===== config.mk =====
export PLATFORM = sky130hd
export DESIGN_NAME = bht_update_ctrl_flat
export DESIGN_NICKNAME = d
export VERILOG_FILES = /design/src/rtl/bht_update_ctrl_if.sv /design/src/rtl/bht_update_ctrl.sv /design/src/flat_wrapper.sv
export SDC_FILE = /design/constraint.sdc
export NUM_CORES = 1
export LEC_CHECK = 0
export BUFFER_PORTS_ARGS = -buffer_cell sky130_fd_sc_hd__buf_2
export CAP_MARGIN = 20
export CORE_ASPECT_RATIO = 1.1
export CORE_MARGIN = 10
export CORE_UTILIZATION = 35
export DETAILED_ROUTE_END_ITERATION = 8
export GPL_TIMING_DRIVEN = 0
export PLACE_DENSITY_LB_ADDON = 0.08
export SYNTH_ARGS = -nofsm -noshare
export SYNTH_HDL_FRONTEND = slang
export SYNTH_SLANG_ARGS = --single-unit

===== constraint.sdc =====
create_clock -name clk_i -period 5.6 [get_ports clk_i]
set_input_delay 1.4 -clock clk_i [delete_from_list [all_inputs] [get_ports clk_i]]
set_output_delay 1.4 -clock clk_i [all_outputs]
set_load 0.01 [all_outputs]

===== src/rtl/bht_update_ctrl_if.sv =====
// BHT update-port bundle: the controller (master) offers one row update per
// beat and the BHT (slave) accepts it with upd_ready_i.
interface bht_update_ctrl_if #(
    parameter int IDX_W = 9
);
    logic             upd_valid_o;
    logic [IDX_W-1:0] upd_index_o;
    logic             upd_taken_o;
    logic             upd_clear_o;
    logic             upd_ready_i;

    modport master (
        output upd_valid_o,
        output upd_index_o,
        output upd_taken_o,
        output upd_clear_o,
        input  upd_ready_i
    );

    modport slave (
        input  upd_valid_o,
        input  upd_index_o,
        input  upd_taken_o,
        input  upd_clear_o,
        output upd_ready_i
    );
endinterface


===== src/rtl/bht_update_ctrl.sv =====
// BHT write-port sequencer: arbitrates a row-clear engine against a FIFO of
// branch resolutions. Optional statistics counters under BHT_UPD_STATS_EN.
module bht_update_ctrl #(
    parameter int VLEN       = 39,
    parameter int NR_ROWS    = 512,
    parameter int IDX_LSB    = 2,
    parameter int FIFO_DEPTH = 4,
    localparam int IDX_W     = $clog2(NR_ROWS)
) (
    input  logic                   clk_i,
    input  logic                   rst_i,
    input  logic                   flush_bp_i,
    input  logic                   resolve_valid_i,
    input  logic [VLEN-1:0]        resolve_pc_i,
    input  logic                   resolve_taken_i,
    output logic                   resolve_ready_o,
    bht_update_ctrl_if.master      upd,
    output logic                   busy_o
`ifdef BHT_UPD_STATS_EN
    ,
    output logic [31:0]            stat_updates_o,
    output logic [31:0]            stat_stall_o
`endif
);
    localparam int PTR_W = $clog2(FIFO_DEPTH);
    localparam int CNT_W = $clog2(FIFO_DEPTH) + 1;

    typedef enum logic {CLEAR = 1'b0, IDLE = 1'b1} state_t;

    state_t             r_state;
    logic [IDX_W-1:0]   r_clr_cnt;
    logic [PTR_W-1:0]   r_wr_ptr;
    logic [PTR_W-1:0]   r_rd_ptr;
    logic [CNT_W-1:0]   r_count;
    logic [IDX_W-1:0]   r_idx_mem [FIFO_DEPTH];
    logic               r_tkn_mem [FIFO_DEPTH];

    logic w_in_clear;
    logic w_head_vld;
    logic w_fire;
    logic w_push;
    logic w_pop;
    logic w_unused_pc;

    assign w_in_clear  = (r_state == CLEAR);
    assign w_head_vld  = (r_count != '0);
    assign w_unused_pc = ^resolve_pc_i;

    assign resolve_ready_o = (r_count < CNT_W'(FIFO_DEPTH)) & ~rst_i;

    // Queued resolutions wait behind the clear engine; only IDLE exposes the head.
    assign upd.upd_valid_o = ~rst_i & (w_in_clear | w_head_vld);
    assign upd.upd_clear_o = ~rst_i & w_in_clear;
    assign upd.upd_index_o = w_in_clear ? r_clr_cnt :
                             (w_head_vld ? r_idx_mem[r_rd_ptr] : '0);
    assign upd.upd_taken_o = ~w_in_clear & w_head_vld & r_tkn_mem[r_rd_ptr];
    assign busy_o          = w_in_clear;

    assign w_fire = upd.upd_valid_o & upd.upd_ready_i;
    assign w_push = resolve_valid_i & resolve_ready_o;
    assign w_pop  = w_fire & ~w_in_clear;

    always_ff @(posedge clk_i or posedge rst_i) begin
        if (rst_i) begin
            r_state   <= CLEAR;
            r_clr_cnt <= '0;
            r_wr_ptr  <= '0;
            r_rd_ptr  <= '0;
            r_count   <= '0;
        end else if (flush_bp_i) begin
            r_state   <= CLEAR;
            r_clr_cnt <= '0;
            r_wr_ptr  <= '0;
            r_rd_ptr  <= '0;
            r_count   <= '0;
        end else begin
            if (w_in_clear && w_fire) begin
                if (r_clr_cnt == IDX_W'(NR_ROWS - 1)) begin
                    r_state   <= IDLE;
                    r_clr_cnt <= '0;
                end else begin
                    r_clr_cnt <= r_clr_cnt + 1'b1;
                end
            end
            r_wr_ptr <= r_wr_ptr + PTR_W'(w_push);
            r_rd_ptr <= r_rd_ptr + PTR_W'(w_pop);
            r_count  <= r_count + CNT_W'(w_push) - CNT_W'(w_pop);
        end
    end

    // Storage is never reset; occupancy is tracked by r_count alone.
    always_ff @(posedge clk_i) begin
        if (w_push) begin
            r_idx_mem[r_wr_ptr] <= resolve_pc_i[IDX_LSB +: IDX_W];
            r_tkn_mem[r_wr_ptr] <= resolve_taken_i;
        end
    end

`ifdef BHT_UPD_STATS_EN
    function automatic logic [31:0] sat_inc(input logic [31:0] v);
        return (&v) ? v : v + 32'd1;
    endfunction

    logic [31:0] r_stat_upd;
    logic [31:0] r_stat_stall;

    always_ff @(posedge clk_i or posedge rst_i) begin
        if (rst_i) begin
            r_stat_upd   <= '0;
            r_stat_stall <= '0;
        end else begin
            if (w_fire && !upd.upd_clear_o) r_stat_upd <= sat_inc(r_stat_upd);
            if (resolve_valid_i && !resolve_ready_o) r_stat_stall <= sat_inc(r_stat_stall);
        end
    end

    assign stat_updates_o = r_stat_upd;
    assign stat_stall_o   = r_stat_stall;
`endif
endmodule

===== src/flat_wrapper.sv =====
// flat-port wrapper written by rule: the top's interface ports become plain ports
module bht_update_ctrl_flat 
#(
    parameter int VLEN       = 39,
    parameter int NR_ROWS    = 512,
    parameter int IDX_LSB    = 2,
    parameter int FIFO_DEPTH = 4,
    localparam int IDX_W     = $clog2(NR_ROWS)
)
  (clk_i, rst_i, flush_bp_i, resolve_valid_i, resolve_pc_i, resolve_taken_i, resolve_ready_o, busy_o, upd_upd_valid_o, upd_upd_index_o, upd_upd_taken_o, upd_upd_clear_o, upd_upd_ready_i);
  bht_update_ctrl_if upd_i ();
  input  logic clk_i;
  input  logic rst_i;
  input  logic flush_bp_i;
  input  logic resolve_valid_i;
  input  logic [VLEN-1:0] resolve_pc_i;
  input  logic resolve_taken_i;
  output logic resolve_ready_o;
  output logic busy_o;
  output wire logic [$bits(upd_i.upd_valid_o)-1:0] upd_upd_valid_o;
  output wire logic [$bits(upd_i.upd_index_o)-1:0] upd_upd_index_o;
  output wire logic [$bits(upd_i.upd_taken_o)-1:0] upd_upd_taken_o;
  output wire logic [$bits(upd_i.upd_clear_o)-1:0] upd_upd_clear_o;
  input wire logic [$bits(upd_i.upd_ready_i)-1:0] upd_upd_ready_i;
  assign upd_upd_valid_o = upd_i.upd_valid_o;
  assign upd_upd_index_o = upd_i.upd_index_o;
  assign upd_upd_taken_o = upd_i.upd_taken_o;
  assign upd_upd_clear_o = upd_i.upd_clear_o;
  assign upd_i.upd_ready_i = upd_upd_ready_i;
  bht_update_ctrl #(.VLEN(VLEN), .NR_ROWS(NR_ROWS), .IDX_LSB(IDX_LSB), .FIFO_DEPTH(FIFO_DEPTH)) u_core (.clk_i(clk_i), .rst_i(rst_i), .flush_bp_i(flush_bp_i), .resolve_valid_i(resolve_valid_i), .resolve_pc_i(resolve_pc_i), .resolve_taken_i(resolve_taken_i), .resolve_ready_o(resolve_ready_o), .upd(upd_i), .busy_o(busy_o));
endmodule

==> flow_summary.json, run 1 <==
{
  "synth_top_area_cell": "sky130_fd_sc_hd__edfxtp_1",
  "post_cts_buffers": 0,
  "routed-via-count": 1540,
  "cts_hold_buf": 0,
  "finalSetupViolations": 0,
  "die_height_microns": 109,
  "core-area_sq_um": 7010,
  "io_pins": 59,
  "hpwl_microns": 3640,
  "floorplan.rows": 32,
  "start_util_pct": 36.0,
  "cell_types_with_the_largest_area_share_after_synthesis": "sky130_fd_sc_hd__edfxtp_1 (48%), sky130_fd_sc_hd__dfrtp_1 (17%), sky130_fd_sc_hd__mux4_2 (8.9%), sky130_fd_sc_hd__ha_1 (3.0%), sky130_fd_sc_hd__inv_1 (2.4%)",
  "crit_arrival_ns": 2.00,
  "num-nets-final": 268,
  "grt_util_all_layers_pct": 10.1,
  "drt_first_pass_iters": 5,
  "final-hold-violation-count": 0,
  "drc_errors": 0,
  "numCtsBuffers": 9,
  "fraction_of_layout_instances_using_a_drive_strength_above_1_pct": 25.8,
  "detail_route.iter0.violations": 46,
  "drt.antenna.violating_nets": 0,
  "synth_enable_flop_cells": 40,
  "worst-setup-path-type": "reg -> out",
  "maxSlewHeadroom_pct": 34.1,
  "tightest_slew_ns": 0.985,
  "post-route-cell-area_sq_um": 3000,
  "ctsLongestPathBuffers": 2,
  "wl_per_cell_microns": 17.4,
  "die_w_microns": 101,
  "ctsResizeCount": 0,
  "synth.lib_cells_used.distinct": 33,
  "tritoncts": "done",
  "setup_skew_ns": 0.00382,
  "number_of_global_route_vias_before_repair": 1666,
  "crit_fanout": 10,
  "ys_ff_latch": 57,
  "layout_worst_path_cycle_share_pct": 60.7,
  "worstSkewPairLatency_ns": 0.33,
  "htreeDepth": 3,
  "clock_sink_count": 57,
  "synthesis.instances": 177,
  "routed_wl_microns": 5320,
  "grt_setup_unrepaired": "false",
  "fin_tns_setup_ns": 0,
  "p_total_w": 0.000934,
  "synth_area_per_cell_sq_um": 14.3,
  "drt-vias-per-instance": 5.03,
  "dieArea_sq_um": 11000,
  "buffer_ports.inserted": 27,
  "clk_root_buffer_cell": "sky130_fd_sc_hd__clkbuf_8",
  "antenna_violations_before_repair": 0,
  "synth_area_sq_um": 2520,
  "slew_violations": 0,
  "placed_area_sq_um": 2780,
  "mappedNetlistNets": 229,
  "grt_start_max_net_pins": 19,
  "global_route.overflow_total": 0,
  "grt_pass1_wl_microns": 8520,
  "area_share_of_the_leading_cell_type_in_the_synthesized_netlist_pct": 47.6,
  "final.setup.worst_slack_ns": 2.20,
  "place_congestion": 0.762,
  "yosysWarningCount": 0,
  "worstSetupEndpointType": "output port",
  "areaGrowthSynthToFinish_pct": 18.8,
  "outcome": "completed",
  "ys_async_sr_fraction_pct": 29.8,
  "post-place-ws_ns": 2.15,
  "clock.fmax_mhz": 294,
  "power_leakage_nw": 1.17,
  "max-cap-violations": 0,
  "synth_flop_cell": "sky130_fd_sc_hd__edfxtp_1",
  "synth-seq-area-share_pct": 64.4,
  "powerDensity_nw_per_um2": 311,
  "finalWorstPathRequiredPeriod_ns": 3.40,
  "holdCritPathClass": "reg -> reg",
  "worst_ep_required_time_ns": 4.20,
  "insertedDiodeCount": 0,
  "ir_drop_mv": 0.157,
  "cts.reportedPaths.clkPinSlew_ns": 0.07,
  "crit_path_start_kind": "flip-flop"
}
## state kept, by name (all words and copies together), names as in the netlist
name	count
u_core.r_rd_ptr	2
u_core.r_tkn_mem	4
u_core.r_state	1
u_core.r_count	3
u_core.r_clr_cnt	9
u_core.r_wr_ptr	2
u_core.r_idx_mem	36
## stage by stage
stage | util [%] | instances | hold WS, ns
finish | 42.8 | 306 | 0.568
global route | 42.8 | 306 | 0.634
CTS | 42.8 | 306 | 0.566
detailed placement | 39.7 | 290 | 0.551
global placement | 39.5 | 289 | 0.543
floorplan | - | 177 | 0.520
## synth_stat cells, types with 5 or more instances
cell type,n
sky130_fd_sc_hd__edfxtp_1,40
sky130_fd_sc_hd__clkbuf_1,5
sky130_fd_sc_hd__a21oi_1,6
sky130_fd_sc_hd__nor2_1,11
sky130_fd_sc_hd__nand2_1,8
sky130_fd_sc_hd__mux4_2,10
sky130_fd_sc_hd__ha_1,6
sky130_fd_sc_hd__o2bb2ai_1,6
sky130_fd_sc_hd__nor2b_1,7
sky130_fd_sc_hd__o21ai_0,6
sky130_fd_sc_hd__a31oi_1,6
sky130_fd_sc_hd__dfrtp_1,17
sky130_fd_sc_hd__inv_1,16
## cell type report
type                            instances  area (sq um)
Fill cell                             648          4010
Sequential cell                        57          1630
Inverter                               17          63.8
Timing Repair Buffer                   28           146
Clock inverter                          7          93.8
Multi-Input combinational cell         96           805
Tap cell                               85           106
Clock buffer                            9           124
Buffer                                  7          35.0
## worst paths after layout
check,slack (ns),from,depth (start not counted),to
setup / recovery,2.20,u_core.r_rd_ptr[1]$_DFF_PP0_,5,upd_upd_index_o[0]
setup reg to reg,2.79,u_core.r_count[1]$_DFF_PP0_,12,u_core.r_count[2]$_DFF_PP0_
max in group asynchronous,3.92,rst_i,2,u_core.r_clr_cnt[0]$_DFFE_PP0P_
hold reg to reg,0.57,u_core.r_clr_cnt[8]$_DFFE_PP0P_,2,u_core.r_clr_cnt[8]$_DFFE_PP0P_
min in group asynchronous,1.24,rst_i,2,u_core.r_count[1]$_DFF_PP0_
hold / removal,0.57,u_core.r_clr_cnt[8]$_DFFE_PP0P_,2,u_core.r_clr_cnt[8]$_DFFE_PP0P_
## cells in the final DEF (no fill, tap or decap), types with 2 or more instances in the layout
master | Yosys | final
sky130_fd_sc_hd__o2bb2ai_1 | 6 | 6
sky130_fd_sc_hd__o21ai_0 | 6 | 6
sky130_fd_sc_hd__edfxtp_1 | 40 | 40
sky130_fd_sc_hd__a21oi_1 | 6 | 6
sky130_fd_sc_hd__nor3b_1 | 3 | 2
sky130_fd_sc_hd__buf_6 | 1 | 2
sky130_fd_sc_hd__or4_1 | 3 | 3
sky130_fd_sc_hd__dfrtp_1 | 17 | 17
sky130_fd_sc_hd__bufinv_16 | 0 | 2
sky130_fd_sc_hd__xnor2_1 | 3 | 3
sky130_fd_sc_hd__buf_2 | 1 | 28
sky130_fd_sc_hd__nor2_1 | 11 | 11
sky130_fd_sc_hd__clkinv_1 | 1 | 2
sky130_fd_sc_hd__o22ai_1 | 3 | 3
sky130_fd_sc_hd__inv_1 | 16 | 16
sky130_fd_sc_hd__or3_1 | 2 | 2
sky130_fd_sc_hd__or3b_1 | 3 | 3
sky130_fd_sc_hd__ha_1 | 6 | 6
sky130_fd_sc_hd__clkbuf_8 | 0 | 9
sky130_fd_sc_hd__clkbuf_1 | 5 | 5
sky130_fd_sc_hd__nor2b_1 | 7 | 7
sky130_fd_sc_hd__nand3_1 | 3 | 3
sky130_fd_sc_hd__nand2_1 | 8 | 8
sky130_fd_sc_hd__mux4_2 | 10 | 10
sky130_fd_sc_hd__a31oi_1 | 6 | 6
## layer usage
layer | up-vias | wire, microns | global-route usage [%]
li1 | 743 | - | -
met1 | 756 | 2320 | 11.5
met2 | 35 | 2630 | 16.4
met3 | 6 | 306 | 4.05
met4 | 0 | 63 | 4.38
met5 | - | 0 | 0
## where the power goes
part            total, W  switching, W  internal (W)
combinational  0.0000465     0.0000272     0.0000193
sequential      0.000470    0.00000569      0.000464
clock           0.000418      0.000168      0.000250
## logic make-up (layout without fill, tap and decap cells)
logic type,Yosys count,count (layout),synth area share [%]
compound gates,27,27,6.69
xor+xnor,4,4,1.39
fa+ha+maj,7,7,3.77
buf+inv,24,68,3.91
flops,57,57,64.4
mux,11,11,9.32
simple gates,47,47,10.5
## worst max-delay path, cell delays in order (launching register included)
cell and delay (ns):
sky130_fd_sc_hd__dfrtp_1 0.37, sky130_fd_sc_hd__clkbuf_1 0.53, sky130_fd_sc_hd__mux4_2 0.43, sky130_fd_sc_hd__inv_1 0.08, sky130_fd_sc_hd__o22ai_1 0.08, sky130_fd_sc_hd__buf_2 0.18
Power figures use the tool's default switching activity.
==> inputs of run 2 (changes only) <==
--- a/config.mk
+++ b/config.mk
@@ -5,6 +5,7 @@
 export SDC_FILE = /design/constraint.sdc
 export NUM_CORES = 1
 export LEC_CHECK = 0
+export ABC_AREA = 1
 export BUFFER_PORTS_ARGS = -buffer_cell sky130_fd_sc_hd__buf_2
 export CAP_MARGIN = 20
 export CORE_ASPECT_RATIO = 1.1
==> constraint.sdc (replaced) <==
create_clock -name clk_i -period 2.8 [get_ports clk_i]
set_input_delay 0.7 -clock clk_i [delete_from_list [all_inputs] [get_ports clk_i]]
set_output_delay 0.7 -clock clk_i [all_outputs]
set_load 0.01 [all_outputs]
==> run 2 against run 1 <==
Against the previous run:
- via count is 19% higher
- synthesized area is 3.6% higher
- sequential power is 110% higher
- synthesized cell count is 44% higher
- clock skew is 0.0015 ns higher
- first-iteration DRC count is 39% higher
- combinational power grew to 6.3 times the previous value
- global-route usage is 1.1 points higher
- hold slack worse by 0.045 ns
- cell count is 26% higher
- critical endpoint is now upd_upd_index_o[8]
- highest routed layer unchanged
==> flow_summary.json, run 2 <==
{
  "synth_flop_cell": "sky130_fd_sc_hd__edfxtp_1",
  "numCtsBuffers": 9,
  "synth.most_common_cell": "sky130_fd_sc_hd__nand2_1",
  "synth_top_area_cell": "sky130_fd_sc_hd__edfxtp_1",
  "use_met3_pct": 2.99,
  "final_cell_mix": "sky130_fd_sc_hd__nand2_1 (58), sky130_fd_sc_hd__edfxtp_1 (40), sky130_fd_sc_hd__nand3_1 (37)",
  "drt.antenna.violating_nets": 0,
  "netlist_top_cells_count": "sky130_fd_sc_hd__nand2_1 (58), sky130_fd_sc_hd__edfxtp_1 (40), sky130_fd_sc_hd__nand3_1 (37)",
  "crit_arrival_ns": 1.73,
  "grt_pass1_wl_microns": 9720,
  "synth_enable_flop_cells": 40,
  "crit_fanout": 10,
  "beginning_of_the_critical_path": "u_core.r_count[1]$_DFF_PP0_",
  "cell_types_with_the_largest_area_share_after_synthesis": "sky130_fd_sc_hd__edfxtp_1 (46%), sky130_fd_sc_hd__dfrtp_1 (16%), sky130_fd_sc_hd__nand2_1 (8.3%), sky130_fd_sc_hd__nand3_1 (7.1%), sky130_fd_sc_hd__inv_1 (4.0%)",
  "buffer_ports.inserted": 27,
  "synth-seq-area-share_pct": 62.2,
  "placed_cells": 371,
  "drt_first_pass_iters": 4,
  "clock_sink_count": 57,
  "met2_usage_pct": 17.8,
  "layout.cells.most_common": "sky130_fd_sc_hd__nand2_1",
  "finalSetupViolations": 0,
  "use_met1_pct": 13.5,
  "critical_path.reg2reg.endpoint": "u_core.r_count[2]$_DFF_PP0_",
  "finalWorstPathRequiredPeriod_ns": 2.43,
  "p_total_w": 0.00200,
  "worstSetupEndpointType": "output port",
  "wl_per_cell_microns": 15.9,
  "filler_cell_count": 724,
  "core-area_sq_um": 7350,
  "num-nets-final": 347,
  "setup_skew_ns": 0.00531,
  "ctsLongestPathBuffers": 2,
  "worstSkewPairLatency_ns": 0.33,
  "layoutNonFillerInstCount": 386,
  "insertedDiodeCount": 0,
  "grt_util_all_layers_pct": 11.2,
  "dieArea_sq_um": 11300,
  "io_pins": 59,
  "layout_worst_path_cycle_share_pct": 86.9,
  "ys_ff_latch": 57,
  "tightest_slew_ns": 0.892,
  "routed-via-count": 1826,
  "drc_errors": 0,
  "fraction_of_layout_instances_using_a_drive_strength_above_1_pct": 22.4,
  "worst-setup-path-type": "reg -> out",
  "max-cap-violations": 0,
  "global_route.overflow_total": 0,
  "htreeDepth": 3,
  "ctsResizeCount": 0,
  "antenna_violations_before_repair": 0,
  "ir_drop_mv": 0.303,
  "largest_register_ffs": 36,
  "floorplan.rows": 33,
  "areaGrowthSynthToFinish_pct": 18.3,
  "power_leakage_nw": 1.34,
  "hpwl_microns": 4330,
  "timing.reg2reg.setup_slack_ns": 0.44,
  "tritoncts": "done",
  "post_cts_buffers": 0,
  "die_w_microns": 102,
  "critical_path.reg2reg.startpoint": "u_core.r_state$_DFFE_PP0P_",
  "synthesis.instances": 254,
  "crit_path_start_kind": "flip-flop",
  "detail_route.iter0.violations": 64,
  "place_congestion": 0.778,
  "start_util_pct": 35.6,
  "final-hold-violation-count": 0,
  "hold-worst-slack_ns": 0.522,
  "routed_wl_microns": 6140,
  "top_usage_layer": "met2",
  "worst_ep_required_time_ns": 2.10,
  "die_height_microns": 111,
  "reg_top3": "u_core.r_idx_mem (36), u_core.r_clr_cnt (9), u_core.r_tkn_mem (4)",
  "holdCritPathClass": "in -> async",
  "largest-register": "u_core.r_idx_mem",
  "slew_violations": 0,
  "cts_hold_buf": 0,
  "ys_async_sr_fraction_pct": 29.8,
  "grt_setup_unrepaired": "false",
  "synth.lib_cells_used.distinct": 27,
  "synth_area_sq_um": 2620,
  "number_of_global_route_vias_before_repair": 1853,
  "synth_area_per_cell_sq_um": 10.3,
  "area_share_of_the_leading_cell_type_in_the_synthesized_netlist_pct": 45.9,
  "cts.reportedPaths.clkPinSlew_ns": 0.07,
  "fin_tns_setup_ns": 0,
  "outcome": "completed",
  "maxSlewHeadroom_pct": 40.2,
  "drt-vias-per-instance": 4.73,
  "grt_start_max_net_pins": 18,
  "powerDensity_nw_per_um2": 647,
  "clock.fmax_mhz": 411,
  "mappedNetlistNets": 306,
  "yosysWarningCount": 0,
  "clk_root_buffer_cell": "sky130_fd_sc_hd__clkbuf_8",
  "worst-r2r-cell-count": 11
}
[run 2: changes by cell type in the layout (fill, tap and decap cells not counted), moves of 6 or more]
| cell | change |
|---|---|
| sky130_fd_sc_hd__mux4_2 | -10 |
| sky130_fd_sc_hd__nand2_1 | +50 |
| sky130_fd_sc_hd__nand3_1 | +34 |
| sky130_fd_sc_hd__inv_1 | +12 |
| sky130_fd_sc_hd__nor2_1 | +6 |
| sky130_fd_sc_hd__a31oi_1 | -6 |
| sky130_fd_sc_hd__nor2b_1 | -7 |
| sky130_fd_sc_hd__o2bb2ai_1 | -6 |
| sky130_fd_sc_hd__o21ai_0 | +6 |
[run 2: cell families (layout without fill, tap and decap cells)]
family / after synthesis / count (layout) / synth area share [%]
AOI/OAI and AO/OA: 26 / 26 / 5.60
xor gates and xnor gates: 1 / 1 / 0.335
adders and majority gates: 7 / 7 / 3.63
buffers and inverters: 38 / 83 / 6.26
DFF: 57 / 57 / 62.2
and+or+nand+nor: 125 / 125 / 22.0
[run 2: worst max-delay path, cell delays in order, from the launching register on]
cell,delay [ns]
sky130_fd_sc_hd__dfrtp_1,0.41
sky130_fd_sc_hd__inv_1,0.05
sky130_fd_sc_hd__nand2_1,0.10
sky130_fd_sc_hd__nor2_1,0.09
sky130_fd_sc_hd__nor2_4,0.28
sky130_fd_sc_hd__nand3_1,0.16
sky130_fd_sc_hd__o21ai_0,0.14
sky130_fd_sc_hd__buf_2,0.18
[run 2: layout make-up]
class	count	area, sq um	share of cell area (%)
Clock buffer	9	124	4.00
Multi-Input combinational cell	159	846	27.3
Sequential cell	57	1630	52.6
Tap cell	87	109	3.52
Timing Repair Buffer	30	165	5.34
Inverter	30	113	3.64
Clock inverter	6	60.1	1.94
Buffer	8	51.3	1.66
[run 2: worst max path at each step]
stage / depth (start not counted) / endpoint / slack (ns)
after floorplan: 10 / u_core.r_count[2]$_DFF_PP0_ / 0.52
after detailed placement: 11 / u_core.r_count[2]$_DFF_PP0_ / 0.38
after global routing: 11 / u_core.r_count[2]$_DFF_PP0_ / 0.22
final: 7 / upd_upd_index_o[8] / 0.37
after CTS: 7 / upd_upd_index_o[7] / 0.35
after global placement: 4 / u_core.r_idx_mem[2][3]$_DFFE_PP_ / -0.15
[run 2: power by group]
part	switching, W	total, W	leakage, nW	internal (W)
Combinational	0.000194	0.000295	0.651	0.000100
Sequential	0.0000275	0.000977	0.594	0.000949
Clock	0.000330	0.000731	0.0925	0.000401
Total	0.000552	0.00200	1.34	0.00145
[run 2: routing by layer]
metal,vias up,wire [microns]
met2,26,3020
li1,932,-
met1,859,2800
met4,0,88
met5,-,0
met3,9,221
[run 2: per-stage QoR]
| stage | util (%) | cell area (sq um) | worst slack [ns] |
|---|---|---|---|
| floorplan | - | 2620 | 0.518 |
| global placement | 38.9 | 2860 | -0.150 |
| detailed placement | 39.6 | 2910 | 0.376 |
| CTS | 42.1 | 3090 | 0.348 |
| global route | 42.1 | 3090 | 0.221 |
| finish | 42.1 | 3090 | 0.368 |
